$ cat src/rtl/cxu_l0_reduce_requester.sv
// CXU-L0 requester: streams a frame of words into a combinational CXU-L0 responder,
// one request per clock, and reports the sum of OK responses, word count and error flag.
module cxu_l0_reduce_requester #(
   parameter int unsigned CXU_ID_W  = 1,
   parameter int unsigned FUNC_ID_W = 10,
   parameter int unsigned DATA_W    = 32,
   parameter int unsigned STATUS_W  = 4,
   parameter int unsigned ACC_W     = 48,
   parameter int unsigned COUNT_W   = 16
) (
   input  logic                 clk,
   input  logic                 rst,
   input  logic [CXU_ID_W-1:0]  cfg_cxu,
   input  logic [FUNC_ID_W-1:0] cfg_func,
   input  logic [DATA_W-1:0]    cfg_data1,
   input  logic                 in_valid,
   output logic                 in_ready,
   input  logic [DATA_W-1:0]    in_data,
   input  logic                 in_last,
   output logic                 out_valid,
   input  logic                 out_ready,
   output logic [ACC_W-1:0]     out_sum,
   output logic [COUNT_W-1:0]   out_count,
   output logic                 out_err,
   output logic                 req_valid,
   output logic [CXU_ID_W-1:0]  req_cxu,
   output logic [FUNC_ID_W-1:0] req_func,
   output logic [DATA_W-1:0]    req_data0,
   output logic [DATA_W-1:0]    req_data1,
   input  logic [STATUS_W-1:0]  resp_status,
   input  logic [DATA_W-1:0]    resp_data
);

   if (!(DATA_W == 32 || DATA_W == 64)) begin : g_bad_data_w
      $error("cxu_l0_reduce_requester: DATA_W must be 32 or 64");
   end
   if (ACC_W < DATA_W) begin : g_bad_acc_w
      $error("cxu_l0_reduce_requester: ACC_W must be >= DATA_W");
   end

   typedef enum logic [1:0] {IDLE, RUN, DONE} state_t;

   state_t               state_q, state_d;
   logic                 hold_valid_q, hold_valid_d;
   logic                 hold_last_q, hold_last_d;
   logic [DATA_W-1:0]    hold_data_q, hold_data_d;
   logic [CXU_ID_W-1:0]  cfg_cxu_q, cfg_cxu_d;
   logic [FUNC_ID_W-1:0] cfg_func_q, cfg_func_d;
   logic [DATA_W-1:0]    cfg_data1_q, cfg_data1_d;
   logic [ACC_W-1:0]     acc_q, acc_d;
   logic [COUNT_W-1:0]   count_q, count_d;
   logic                 err_q, err_d;
   logic                 out_valid_q, out_valid_d;
   logic                 accept;

   // A held last word blocks further input until the frame result is consumed.
   assign in_ready = !rst && (state_q != DONE) && !(hold_valid_q && hold_last_q);
   assign accept   = in_valid && in_ready;

   always_comb begin
      state_d     = state_q;
      cfg_cxu_d   = cfg_cxu_q;
      cfg_func_d  = cfg_func_q;
      cfg_data1_d = cfg_data1_q;
      acc_d       = acc_q;
      count_d     = count_q;
      err_d       = err_q;
      out_valid_d = out_valid_q;
      // Responder has no backpressure, so a held word always issues and drains.
      hold_valid_d = accept;
      hold_last_d  = accept ? in_last : hold_last_q;
      hold_data_d  = accept ? in_data : hold_data_q;

      case (state_q)
         IDLE: begin
            if (accept) begin
               cfg_cxu_d   = cfg_cxu;
               cfg_func_d  = cfg_func;
               cfg_data1_d = cfg_data1;
               acc_d       = '0;
               count_d     = '0;
               err_d       = 1'b0;
               state_d     = RUN;
            end
         end
         RUN: begin
            if (hold_valid_q) begin
               count_d = count_q + COUNT_W'(1);
               if (resp_status == '0) begin
                  acc_d = acc_q + ACC_W'(resp_data);
               end else begin
                  err_d = 1'b1;
               end
               if (hold_last_q) begin
                  state_d     = DONE;
                  out_valid_d = 1'b1;
               end
            end
         end
         DONE: begin
            if (out_ready) begin
               state_d     = IDLE;
               out_valid_d = 1'b0;
            end
         end
         default: state_d = IDLE;
      endcase
   end

   always_ff @(posedge clk) begin
      if (rst) begin
         state_q      <= IDLE;
         hold_valid_q <= 1'b0;
         hold_last_q  <= 1'b0;
         hold_data_q  <= '0;
         cfg_cxu_q    <= '0;
         cfg_func_q   <= '0;
         cfg_data1_q  <= '0;
         acc_q        <= '0;
         count_q      <= '0;
         err_q        <= 1'b0;
         out_valid_q  <= 1'b0;
      end else begin
         state_q      <= state_d;
         hold_valid_q <= hold_valid_d;
         hold_last_q  <= hold_last_d;
         hold_data_q  <= hold_data_d;
         cfg_cxu_q    <= cfg_cxu_d;
         cfg_func_q   <= cfg_func_d;
         cfg_data1_q  <= cfg_data1_d;
         acc_q        <= acc_d;
         count_q      <= count_d;
         err_q        <= err_d;
         out_valid_q  <= out_valid_d;
      end
   end

   assign req_valid = hold_valid_q;
   assign req_data0 = hold_data_q;
   assign req_cxu   = cfg_cxu_q;
   assign req_func  = cfg_func_q;
   assign req_data1 = cfg_data1_q;
   assign out_valid = out_valid_q;
   assign out_sum   = acc_q;
   assign out_count = count_q;
   assign out_err   = err_q;

endmodule

$ cat config.mk
export PLATFORM = sky130hd
export DESIGN_NAME = cxu_l0_reduce_requester
export DESIGN_NICKNAME = d
export VERILOG_FILES = /design/src/rtl/cxu_l0_reduce_requester.sv
export SDC_FILE = /design/constraint.sdc
export NUM_CORES = 1
export LEC_CHECK = 0
export CORE_UTILIZATION = 45
export DETAILED_ROUTE_END_ITERATION = 16
export MAX_ROUTING_LAYER = met4
export PLACE_DENSITY = 0.8
export SETUP_SLACK_MARGIN = 0.3
export SYNTH_ARGS = -nofsm -noshare
export SYNTH_HDL_FRONTEND = slang
export SYNTH_SLANG_ARGS = --single-unit
$ cat constraint.sdc
create_clock -name clk -period 3.75 [get_ports clk]
set_input_delay 0.9375 -clock clk [delete_from_list [all_inputs] [get_ports clk]]
set_output_delay 0.9375 -clock clk [all_outputs]
set_load 0.03 [all_outputs]
==> impl_metrics.prom <==
# TYPE chip_impl_metric gauge
chip_impl_metric{name="placement.cell_area",unit="um2"} 10060
chip_impl_metric{name="portbufs",unit=""} 258
chip_impl_info{name="clock-root-buffer",value="sky130_fd_sc_hd__clkbuf_16"} 1
chip_impl_info{name="most_frequent_cells_in_the_layout",value="sky130_fd_sc_hd__clkdlybuf4s50_1, sky130_fd_sc_hd__nand2_1, sky130_fd_sc_hd__dfxtp_1"} 1
chip_impl_info{name="ys.flop_type",value="sky130_fd_sc_hd__dfxtp_1"} 1
chip_impl_info{name="crit_path_end_kind",value="flop"} 1
chip_impl_metric{name="post-dp-hpwl",unit="um"} 16130
chip_impl_metric{name="detailedPlace.worstSlack",unit="ns"} -0.02755
chip_impl_metric{name="antenna_cells_inserted",unit=""} 0
chip_impl_metric{name="die-height",unit="um"} 128.8
chip_impl_metric{name="leakagePower",unit="nW"} 4.015
chip_impl_metric{name="route.detailed.wl_per_inst",unit="um"} 16.24
chip_impl_metric{name="synth_seq_cells",unit=""} 145
chip_impl_metric{name="nFillCells",unit=""} 1304
chip_impl_metric{name="synth_top_area_share",unit="%"} 40.12
chip_impl_info{name="synth.area.top_cells",value="sky130_fd_sc_hd__dfxtp_1, sky130_fd_sc_hd__nand2_1, sky130_fd_sc_hd__a21oi_1, sky130_fd_sc_hd__ha_1, sky130_fd_sc_hd__o21ai_0"} 1
chip_impl_metric{name="final-hold-violation-count",unit=""} 0
chip_impl_metric{name="clock_sink_count",unit=""} 145
chip_impl_metric{name="critical_path_required",unit="ns"} 4.05
chip_impl_metric{name="postLayoutCellArea",unit="um2"} 10680
chip_impl_info{name="reg2reg_from",value="out_sum[1]"} 1
chip_impl_metric{name="layout_min_cycle_time",unit="ns"} 3.336
chip_impl_info{name="crit_path_start_kind",value="primary input"} 1
chip_impl_metric{name="final.setup_skew",unit="ns"} 0.01805
chip_impl_metric{name="totalWireLength",unit="um"} 22540
chip_impl_metric{name="htreeDepth",unit=""} 4
chip_impl_metric{name="drc",unit=""} 0
chip_impl_metric{name="maximum_number_of_pins_on_one_net_before_global_route_repair",unit=""} 103
chip_impl_metric{name="dr_total_vias",unit=""} 7497
chip_impl_info{name="run_status",value="completed"} 1
chip_impl_metric{name="ff2ff_path_depth",unit=""} 9
chip_impl_metric{name="synthesis.area",unit="um2"} 7236
chip_impl_metric{name="finish.net_count",unit=""} 1314
chip_impl_info{name="holdCritPathClass",value="reg -> reg"} 1
chip_impl_info{name="critical-path-top-cell-by-count",value="sky130_fd_sc_hd__a211o_1"} 1
chip_impl_metric{name="synthesis.yosys.warnings",unit=""} 0
chip_impl_info{name="min-delay-start",value="req_func[4]"} 1
chip_impl_metric{name="globalplace.congestion",unit=""} 0.9407
chip_impl_metric{name="io-pin-count",unit=""} 259
chip_impl_metric{name="synth_async_sr_flop_share",unit="%"} 0
chip_impl_metric{name="worstPathArrival",unit="ns"} 3.63
chip_impl_metric{name="numPlacedInstances",unit=""} 1355
chip_impl_metric{name="syn_to_final_growth",unit="%"} 47.60
chip_impl_metric{name="post-route-worst-setup-slack",unit="ns"} 0.4137
chip_impl_metric{name="yosysUniqueCellTypes",unit=""} 67
chip_impl_metric{name="ir_drop",unit="mV"} 0.3528
chip_impl_metric{name="p_total",unit="W"} 0.003917
chip_impl_metric{name="maxSlewHeadroom",unit="%"} 23.47
chip_impl_metric{name="coreArea",unit="um2"} 15430
chip_impl_info{name="setup.worst_path.class",value="in -> reg"} 1
chip_impl_metric{name="worstSkewPairLatency",unit="ns"} 0.43
chip_impl_info{name="cts_tree",value="yes"} 1
chip_impl_metric{name="fin_crit_sh",unit="%"} 88.97
chip_impl_metric{name="final-setup-viol-count",unit=""} 0
chip_impl_metric{name="worst-slew-pin-transition",unit="ns"} 1.144
chip_impl_metric{name="via_per_inst",unit=""} 5.401
chip_impl_metric{name="cts.clk_slew.worst_paths",unit="ns"} 0.06
chip_impl_metric{name="report.final.slew_viol_count",unit=""} 0
chip_impl_metric{name="setup_total_negative_slack",unit="ns"} 0
chip_impl_metric{name="hold_depth",unit=""} 2
chip_impl_metric{name="post_layout_nonfiller_instances",unit=""} 1388
chip_impl_metric{name="number_of_flops_mapped_to_enable_cells_by_yosys",unit=""} 0
chip_impl_metric{name="syn_area_per_cell",unit="um2"} 7.934
chip_impl_info{name="critical-path-slowest-cell",value="sky130_fd_sc_hd__clkdlybuf4s50_1"} 1
chip_impl_metric{name="postSynthNetCount",unit=""} 1062
chip_impl_metric{name="antenna_found_initial",unit=""} 0
chip_impl_metric{name="first_global_vias",unit=""} 7265
chip_impl_metric{name="path_max_fanout",unit=""} 14
chip_impl_info{name="layout.cells.most_common",value="sky130_fd_sc_hd__clkdlybuf4s50_1"} 1
chip_impl_metric{name="slowest_delay",unit="ns"} 0.55
chip_impl_metric{name="layout_cell_share_with_drive_strength_beyond_1",unit="%"} 7.647
chip_impl_metric{name="grt_first_pass_wirelength",unit="um"} 35740
chip_impl_metric{name="global_route.overflow_total",unit=""} 0
chip_impl_metric{name="drt-pass1-iter-count",unit=""} 5
chip_impl_metric{name="max-clock-path-buffers",unit=""} 2
chip_impl_info{name="grt_setup_unrepaired",value="false"} 1
chip_impl_metric{name="initial_utilization",unit="%"} 46.90
chip_impl_info{name="setup.worst_path.start",value="resp_data[1]"} 1
chip_impl_info{name="critical_path.cell_chain",value="clkdlybuf4s50_1, ha_1, a211o_1, a211oi_2, o21bai_2, a31o_4, a211o_1, a21oi_4, or4_2, a21oi_2"} 1
chip_impl_metric{name="die_width",unit="um"} 128.8
chip_impl_info{name="yosys.area.top_type",value="sky130_fd_sc_hd__dfxtp_1"} 1
chip_impl_metric{name="design.die.area",unit="um2"} 16590
chip_impl_metric{name="post_synth_inst_count",unit=""} 912
chip_impl_metric{name="cts-buffers-inserted",unit=""} 17
chip_impl_metric{name="ys_seq_area_share",unit="%"} 40.12
chip_impl_metric{name="std_cell_rows",unit=""} 45
chip_impl_metric{name="drt_iter0_markers",unit=""} 541
chip_impl_metric{name="antenna_violating_nets_post_route",unit=""} 0
chip_impl_metric{name="cap_violations",unit=""} 0
chip_impl_metric{name="grt_util_all_layers",unit="%"} 28.37
chip_impl_metric{name="power_per_cell_area",unit="nW/um2"} 366.8
chip_impl_metric{name="fmax",unit="MHz"} 299.7
==> Yosys cell counts (all sizes together) (8+ instances only) <==
cell and instances:
a31oi 8, or3 12, o211ai 9, dfxtp 145
clkbuf 43, buf 9, a21o 20, inv 15
ha 33, xor2 20, nand3 31, nand4 16
nor2 50, nand2 211, a21oi 137, o21ai 47
or4 8, xnor2 20
==> worst paths after layout <==
kind | slack, ns | to
worst max-delay path | 0.41 | out_sum[45]
worst max register to register | 1.03 | out_sum[45]
worst min-delay path | 0.45 | req_func[4]
worst min register to register | 0.45 | req_func[4]
==> cells by family after synthesis <==
family          Yosys count  share of synthesized area (%)
compound gates          264                          22.34
xor+xnor                 40                          4.842
mux                       2                         0.2940
simple gates            359                          22.57
buf+inv                  68                          3.856
fa+ha+maj                34                          5.983
flops                   145                          40.12
==> stage by stage <==
stage,util [%],hold WS (ns)
global placement,65.18,0.4405
global route,69.23,0.4652
CTS,69.11,0.4540
detailed placement,65.18,0.4455
finish,69.23,0.4510
floorplan,-,0.4617
==> metal layers <==
metal / vias to the layer above / routed length [um] / global-route usage, %
li1: 3684 / - / -
met1: 3449 / 9442 / 33.98
met2: 314 / 10580 / 44.64
met3: 50 / 1835 / 8.108
met4: 0 / 684 / 11.63
met5: - / 0 / -
==> repair_timing <==
| action | CTS | global route |
|---|---|---|
| endpoints found under the setup margin | 0 | 8 |
| hold buffers | 0 | 0 |
| gates resized for setup | 0 | 4 |
| buffers inserted | 0 | 0 |
==> registers in the layout, summed over array words and instances (netlist names), 2 cells and up <==
name       count
state_q        2
out_count     16
req_func      10
out_sum       48
req_data1     32
req_data0     32
==> where the power goes <==
part	total, W	internal [W]	leakage [nW]	switching (W)
Combinational	0.000558	0.000256	2.54	0.000302
Clock	0.00175	0.00106	0.298	0.000688
Sequential	0.00161	0.00159	1.18	0.0000271
Total	0.00392	0.00290	4.01	0.00102
==> critical path, delay by kind of cell <==
kind | cells | cell delay (ns)
AOI/OAI and AO/OA | 7 | 1.66
buffers and inverters | 1 | 0.55
adders and majority gates | 1 | 0.27
and+or+nand+nor | 1 | 0.20
==> final cells by class <==
type | count | area (um2) | share of cell area (%)
Clock buffer | 22 | 484.2 | 4.534
Clock inverter | 10 | 121.4 | 1.136
Inverter | 16 | 60.06 | 0.5623
Multi-Input combinational cell | 700 | 4073 | 38.13
Sequential cell | 145 | 2903 | 27.18
Tap cell | 211 | 264.0 | 2.472
Timing Repair Buffer | 284 | 2775 | 25.98
Note: power is estimated with default switching activity, not from simulation.
==> RTL edit 1 (config.mk and constraints unchanged) <==
`FUNC_ID_W`: 10 -> 20.
--- a/src/rtl/cxu_l0_reduce_requester.sv
+++ b/src/rtl/cxu_l0_reduce_requester.sv
@@ -2,7 +2,7 @@
 // one request per clock, and reports the sum of OK responses, word count and error flag.
 module cxu_l0_reduce_requester #(
    parameter int unsigned CXU_ID_W  = 1,
-   parameter int unsigned FUNC_ID_W = 10,
+   parameter int unsigned FUNC_ID_W = 20,
    parameter int unsigned DATA_W    = 32,
    parameter int unsigned STATUS_W  = 4,
    parameter int unsigned ACC_W     = 48,
Interface: changed (resized cfg_func and req_func); port bits go from 259 to 279. No check against the original RTL was run, so the function may have changed too.
==> RTL edit 1 against the unedited design <==
Synthesized area rose by 1.9%. Sequential share of layout area rose by 0.93 points. Count of clock-buffer cells in the layout fell by 5. Final area rose by 3.4%. Cell count rose by 3.5%. Routed wire length rose by 1.5%. Fmax rose by 1.8%. Critical path depth rose by 2. Sequential cell count rose by 10. Global-route usage fell by 0.78 points. Synthesized cell count rose by 2.2%. Total power rose by 3.8%. Worst setup slack improved by 59 ps.
==> RTL edit 1: results (changes against the unedited design) <==
INFO  metric status = complete, no violations
INFO  metric highest_fanout_seen_on_the_critical_path = 9 (-5)
INFO  metric post_synth_most_frequent_cells = sky130_fd_sc_hd__nand2_1, sky130_fd_sc_hd__dfxtp_1, sky130_fd_sc_hd__a21oi_1
INFO  metric top_area_cells_in_the_synthesized_netlist = sky130_fd_sc_hd__dfxtp_1, sky130_fd_sc_hd__nand2_1, sky130_fd_sc_hd__a21oi_1
INFO  metric buffer_ports.inserted = 278 (+7.8%)
INFO  metric drt_iter0_drc = 476 (-12%)
INFO  metric final_nets = 1,367 (+4.0%)
INFO  metric detailedPlace.worstSlack = -48.8 ps (-21.2 ps)
INFO  metric worst_hold_path.num_cells = 2 (unchanged)
INFO  metric grt_start_max_net_pins = 59 (-43%)
INFO  metric via_per_inst = 5.36 (-0.75%)
INFO  metric global_route_wire_length_before_repair = 35,200 um (-1.6%)
INFO  metric detail_route.wl_per_cell = 15.9 um (-1.9%)
INFO  metric finalWeightedCongestion = 0.911 (-3.2%)
INFO  metric max-slew-margin-rel = 0.380 (+0.145)
INFO  metric vias_in_the_first_global_route = 7,223 (-0.58%)
INFO  metric ys_types = 63 (-6.0%)
INFO  metric post-cts-setup-buffer-count = 0 (unchanged)
INFO  metric clk_latency = 430 ps (about the same)
INFO  metric slowest_cell_delay_on_critical_path = 450 ps (-100 ps)
INFO  metric drtPass1Iterations = 6 (+1)
INFO  metric synth_sequential_area_ratio = 0.421 (+0.0196)
INFO  metric fin_skew = 12.0 ps (-6.04 ps)
INFO  metric ratio_of_cells_with_drive_above_1_in_the_final_layout = 0.0607 (-0.0158)
INFO  metric global_route.usage.total = 0.276 (-0.00782)
INFO  metric synth.net_count = 1,092 (+2.8%)
INFO  metric clock_tree.buffer_depth = 2 (unchanged)
INFO  metric vdd.ir_drop.worst = 0.326 mV (-7.5%)
INFO  metric p_leak = 4.15 nW (+3.3%)
INFO  metric detailed_placement_hpwl = 16,900 um (+5.0%)
INFO  metric r2r.worst_path.cells = 11 (+2)
[RTL edit 1: cell types whose count changed after synthesis, sizes merged, moves of 6 or more]
cell / unedited run / this run
a21o: 20 / 14
clkbuf: 43 / 34
dfxtp: 145 / 155
inv: 15 / 9
nand2: 211 / 233
nand3: 31 / 23
nor2: 50 / 56
nor3: 3 / 9
o21ai: 47 / 40
xnor2: 20 / 14
[RTL edit 1: per-layer routing]
layer / global-route usage / wire length (um)
met1: 0.322 / 9670
met2: 0.454 / 11100
met3: 0.0722 / 1510
met4: 0.105 / 624
met5: - / 0
[RTL edit 1: power breakdown]
group	switching (W)	internal (W)
clock network	0.000777	0.00101
logic	0.000298	0.000262
registers	0.0000267	0.00169
total	0.00110	0.00296
[RTL edit 1: worst reg2reg max path, cell delays in order (launching register included)]
cell                      delay, ps
sky130_fd_sc_hd__dfxtp_1        370
sky130_fd_sc_hd__ha_1           220
sky130_fd_sc_hd__fa_1           220
sky130_fd_sc_hd__a21o_1         140
sky130_fd_sc_hd__nand4_1        140
sky130_fd_sc_hd__a21oi_1        230
sky130_fd_sc_hd__o31ai_1        100
sky130_fd_sc_hd__buf_4          170
sky130_fd_sc_hd__o21ai_4        230
sky130_fd_sc_hd__a31oi_2        220
sky130_fd_sc_hd__or4_1          440
sky130_fd_sc_hd__a21oi_1        160
[RTL edit 1: worst paths after layout]
check	startpoint	endpoint	slack (ps)
max reg2reg	out_sum[0]$_SDFFE_PP0P_	out_sum[42]$_SDFFE_PP0P_	1050
max	resp_data[0]	out_sum[42]$_SDFFE_PP0P_	470
min reg2reg	req_func[13]$_SDFFE_PP0P_	req_func[13]$_SDFFE_PP0P_	450
min	req_func[13]$_SDFFE_PP0P_	req_func[13]$_SDFFE_PP0P_	450
[RTL edit 1: area by class of cell]
class	instances	area [um^2]
clock buffer	17	425
clock inverter	15	179
fill	1329	4900
inverter	10	37.5
multi-input combinational	720	4060
sequential	155	3100
tap	216	270
timing repair buffer	303	2970
[RTL edit 1: stage by stage]
stage                     hold WS [ps]  cells  total power (W)   util  instance area (um^2)
after floorplan                    463    932          0.00203      -                  7370
after global placement             440   1404          0.00231  0.654                 10400
after detailed placement           446   1404          0.00231  0.654                 10400
after CTS                          454   1436          0.00409  0.692                 11000
after global routing               473   1436          0.00421  0.692                 11000
final                              452   1436          0.00407  0.692                 11000
[RTL edit 1: what timing repair did]
item	4_1_cts	5_1_grt
endpoints found under the setup margin	0	4
hold buffers	0	0
resized for setup	0	1
[RTL edit 1: cell families after synthesis]
group / Yosys count / synth area share
xor gates and xnor gates: 37 / 0.0439
buffers and inverters: 57 / 0.0312
muxes: 1 / 0.00153
adders and majority gates: 34 / 0.0587
and+or+nand+nor: 385 / 0.232
DFF: 155 / 0.421
AOI/OAI and AO/OA: 263 / 0.212
==> RTL edit 2 (same flow settings) <==
Made on the original files. Register the output `out_count` once more, with the module's reset; this adds one clock of latency there. The other outputs are not delayed to match.
--- a/src/rtl/cxu_l0_reduce_requester.sv
+++ b/src/rtl/cxu_l0_reduce_requester.sv
@@ -142,7 +142,13 @@
    assign req_data1 = cfg_data1_q;
    assign out_valid = out_valid_q;
    assign out_sum   = acc_q;
-   assign out_count = count_q;
+   always_ff @(posedge clk) begin
+      if (rst) begin
+         out_count <= '0;
+      end else begin
+         out_count <= count_q;
+      end
+   end
    assign out_err   = err_q;
 
 endmodule
Function: changed (Yosys sat finds a counterexample within 4 cycles, from zero or initial values and one cycle with rst high).
==> RTL edit 2 against the unedited design <==
Fmax shrank 1.1%. Final area grew 7.0%. Count of clock-buffer cells in the layout shrank 2. Synthesized area grew 4.8%. Routed wire length grew 3.5%. Via count grew 5.8%. Sequential cell count grew 16. Total power grew 4.5%. Sequential power grew 11%. Register-to-register slack lost 40 ps. Critical endpoint is now out_sum[25]$_SDFFE_PP0P_. Global-route usage shrank 0.43 points. Worst setup slack lost 37 ps.
==> RTL edit 2: results (changes against the unedited design) <==
INFO  metric ys_seq_elements = 161 (+11%)
INFO  metric status = complete, no violations
INFO  metric vdd.ir_drop.worst = 0.302 mV (-14%)
INFO  metric met3_wirelength = 1410 um (-23%)
INFO  metric final_nets = 1,398 (+6.4%)
INFO  metric grt_start_max_net_pins = 81 (-21%)
INFO  metric number_of_antenna_violations_at_the_first_check_in_global_routing = 1 (+1)
INFO  metric top_area_cells_in_the_synthesized_netlist = sky130_fd_sc_hd__dfxtp_1, sky130_fd_sc_hd__nand2_1, sky130_fd_sc_hd__a21oi_1
INFO  metric worst-r2r-setup-slack = 990 ps (-40 ps)
INFO  metric use_met2 = 0.448 (+0.00184)
INFO  metric worst_setup_path_endpoint = out_sum[25]$_SDFFE_PP0P_
INFO  metric synth_sequential_area_ratio = 0.425 (+0.0237)
INFO  metric wl_met2 = 10,900 um (+2.9%)
INFO  metric drt_wl_total = 23,300 um (+3.5%)
INFO  metric timing.critical_path.slowest_stage_cell = sky130_fd_sc_hd__o41ai_1
INFO  metric p_leak = 4.35 nW (+8.4%)
INFO  metric detailedPlace.worstSlack = -142 ps (-115 ps)
INFO  metric post_synth_most_frequent_cells = sky130_fd_sc_hd__nand2_1, sky130_fd_sc_hd__dfxtp_1, sky130_fd_sc_hd__a21oi_1
INFO  metric worstSetupStartpoint = resp_data[4]
INFO  metric timing_worst_slew_pin_value = 1090 ps (-51.6 ps)
INFO  metric global_route.usage.total = 0.279 (-0.00430)
INFO  metric p_int = 0.00300 W (+3.4%)
INFO  metric fillers = 1,366 (+4.8%)
INFO  metric reg2reg_from = out_sum[0]$_SDFFE_PP0P_
INFO  metric gr-usage-met3 = 0.0665 (-0.0146)
INFO  metric r2r.worst_path.cells = 12 (+3)
INFO  metric detailed_placement_hpwl = 17,200 um (+6.6%)
INFO  metric fin_skew = 17.4 ps (-0.616 ps)
INFO  metric drt_iter0_drc = 416 (-23%)
INFO  metric slowest_cell_delay_on_critical_path = 520 ps (-30 ps)
INFO  metric endpoint_of_the_worst_slack_reg_to_reg_timing_path = out_sum[44]$_SDFFE_PP0P_
INFO  metric place_area = 10,800 um^2 (+7.3%)
INFO  metric period_needed = 3370 ps (+37.1 ps)
INFO  metric via_per_inst = 5.35 (-0.92%)
INFO  metric ratio_of_cells_with_drive_above_1_in_the_final_layout = 0.0967 (+0.0203)
[RTL edit 2: cell count changes after synthesis, sizes merged, moves of 6 or more]
cell / unedited run / this run
dfxtp: 145 / 161
nand2: 211 / 226
nor2b: 3 / 18
a21o: 20 / 13
buf: 9 / 3
nor3: 3 / 9
[RTL edit 2: timing repair]
item	in CTS	in global routing
gates resized for setup	0	13
setup endpoints to repair	1	13
setup buffers	0	1
pin swaps	1	9
[RTL edit 2: power by group through the flow]
stage	sequential, W	combinational (W)	clock, W
global placement	0.00182	0.000584	0
detailed placement	0.00182	0.000589	0
floorplan	0.00190	0.000198	0
finish	0.00178	0.000594	0.00172
CTS	0.00178	0.000593	0.00175
global route	0.00179	0.000638	0.00182
[RTL edit 2: cell type report]
cell class / instances / area, um^2 / share of cell area
Multi-Input combinational cell: 730 / 4210 / 0.368
Sequential cell: 161 / 3220 / 0.282
Timing Repair Buffer: 327 / 3100 / 0.271
Clock buffer: 20 / 457 / 0.0400
Tap cell: 220 / 275 / 0.0241
Clock inverter: 12 / 119 / 0.0104
Inverter: 11 / 41.3 / 0.00361
Antenna cell: 1 / 2.50 / 0.000219
[RTL edit 2: worst min path at each step]
stage	start	endpoint	slack, ps	cells past startpoint
detailed placement	req_data1[24]$_SDFFE_PP0P_	req_data1[24]$_SDFFE_PP0P_	450	2
floorplan	count_q[14]$_SDFFE_PP0P_	out_count[14]$_SDFF_PP0_	430	2
CTS	req_data1[28]$_SDFFE_PP0P_	req_data1[28]$_SDFFE_PP0P_	450	2
finish	req_data0[31]$_SDFFE_PP0P_	req_data0[31]$_SDFFE_PP0P_	450	2
global placement	req_data0[20]$_SDFFE_PP0P_	req_data0[20]$_SDFFE_PP0P_	440	2
global route	req_data1[10]$_SDFFE_PP0P_	req_data1[10]$_SDFFE_PP0P_	470	2
[RTL edit 2: logic make-up after synthesis]
kind of cell,after synthesis,share of synthesized area
flops,161,0.425
buf+inv,55,0.0275
xor+xnor,39,0.0450
fa+ha+maj,34,0.0571
compound gates,253,0.201
simple gates,399,0.238
mux,5,0.00660
[RTL edit 2: tightest hold or removal path, delay by kind of cell (launching register included)]
family,cells,cell delay (ps)
flops,1,310
simple gates,1,50
compound gates,1,50
[RTL edit 2: metrics by stage]
| stage | std cells | setup TNS, ps | hold WS (ps) |
|---|---|---|---|
| final | 1482 | 0 | 453 |
| after CTS | 1480 | 0 | 455 |
| after detailed placement | 1448 | -816 | 446 |
| after global routing | 1482 | 0 | 471 |
| after floorplan | 946 | 0 | 427 |
| after global placement | 1448 | -231 | 440 |
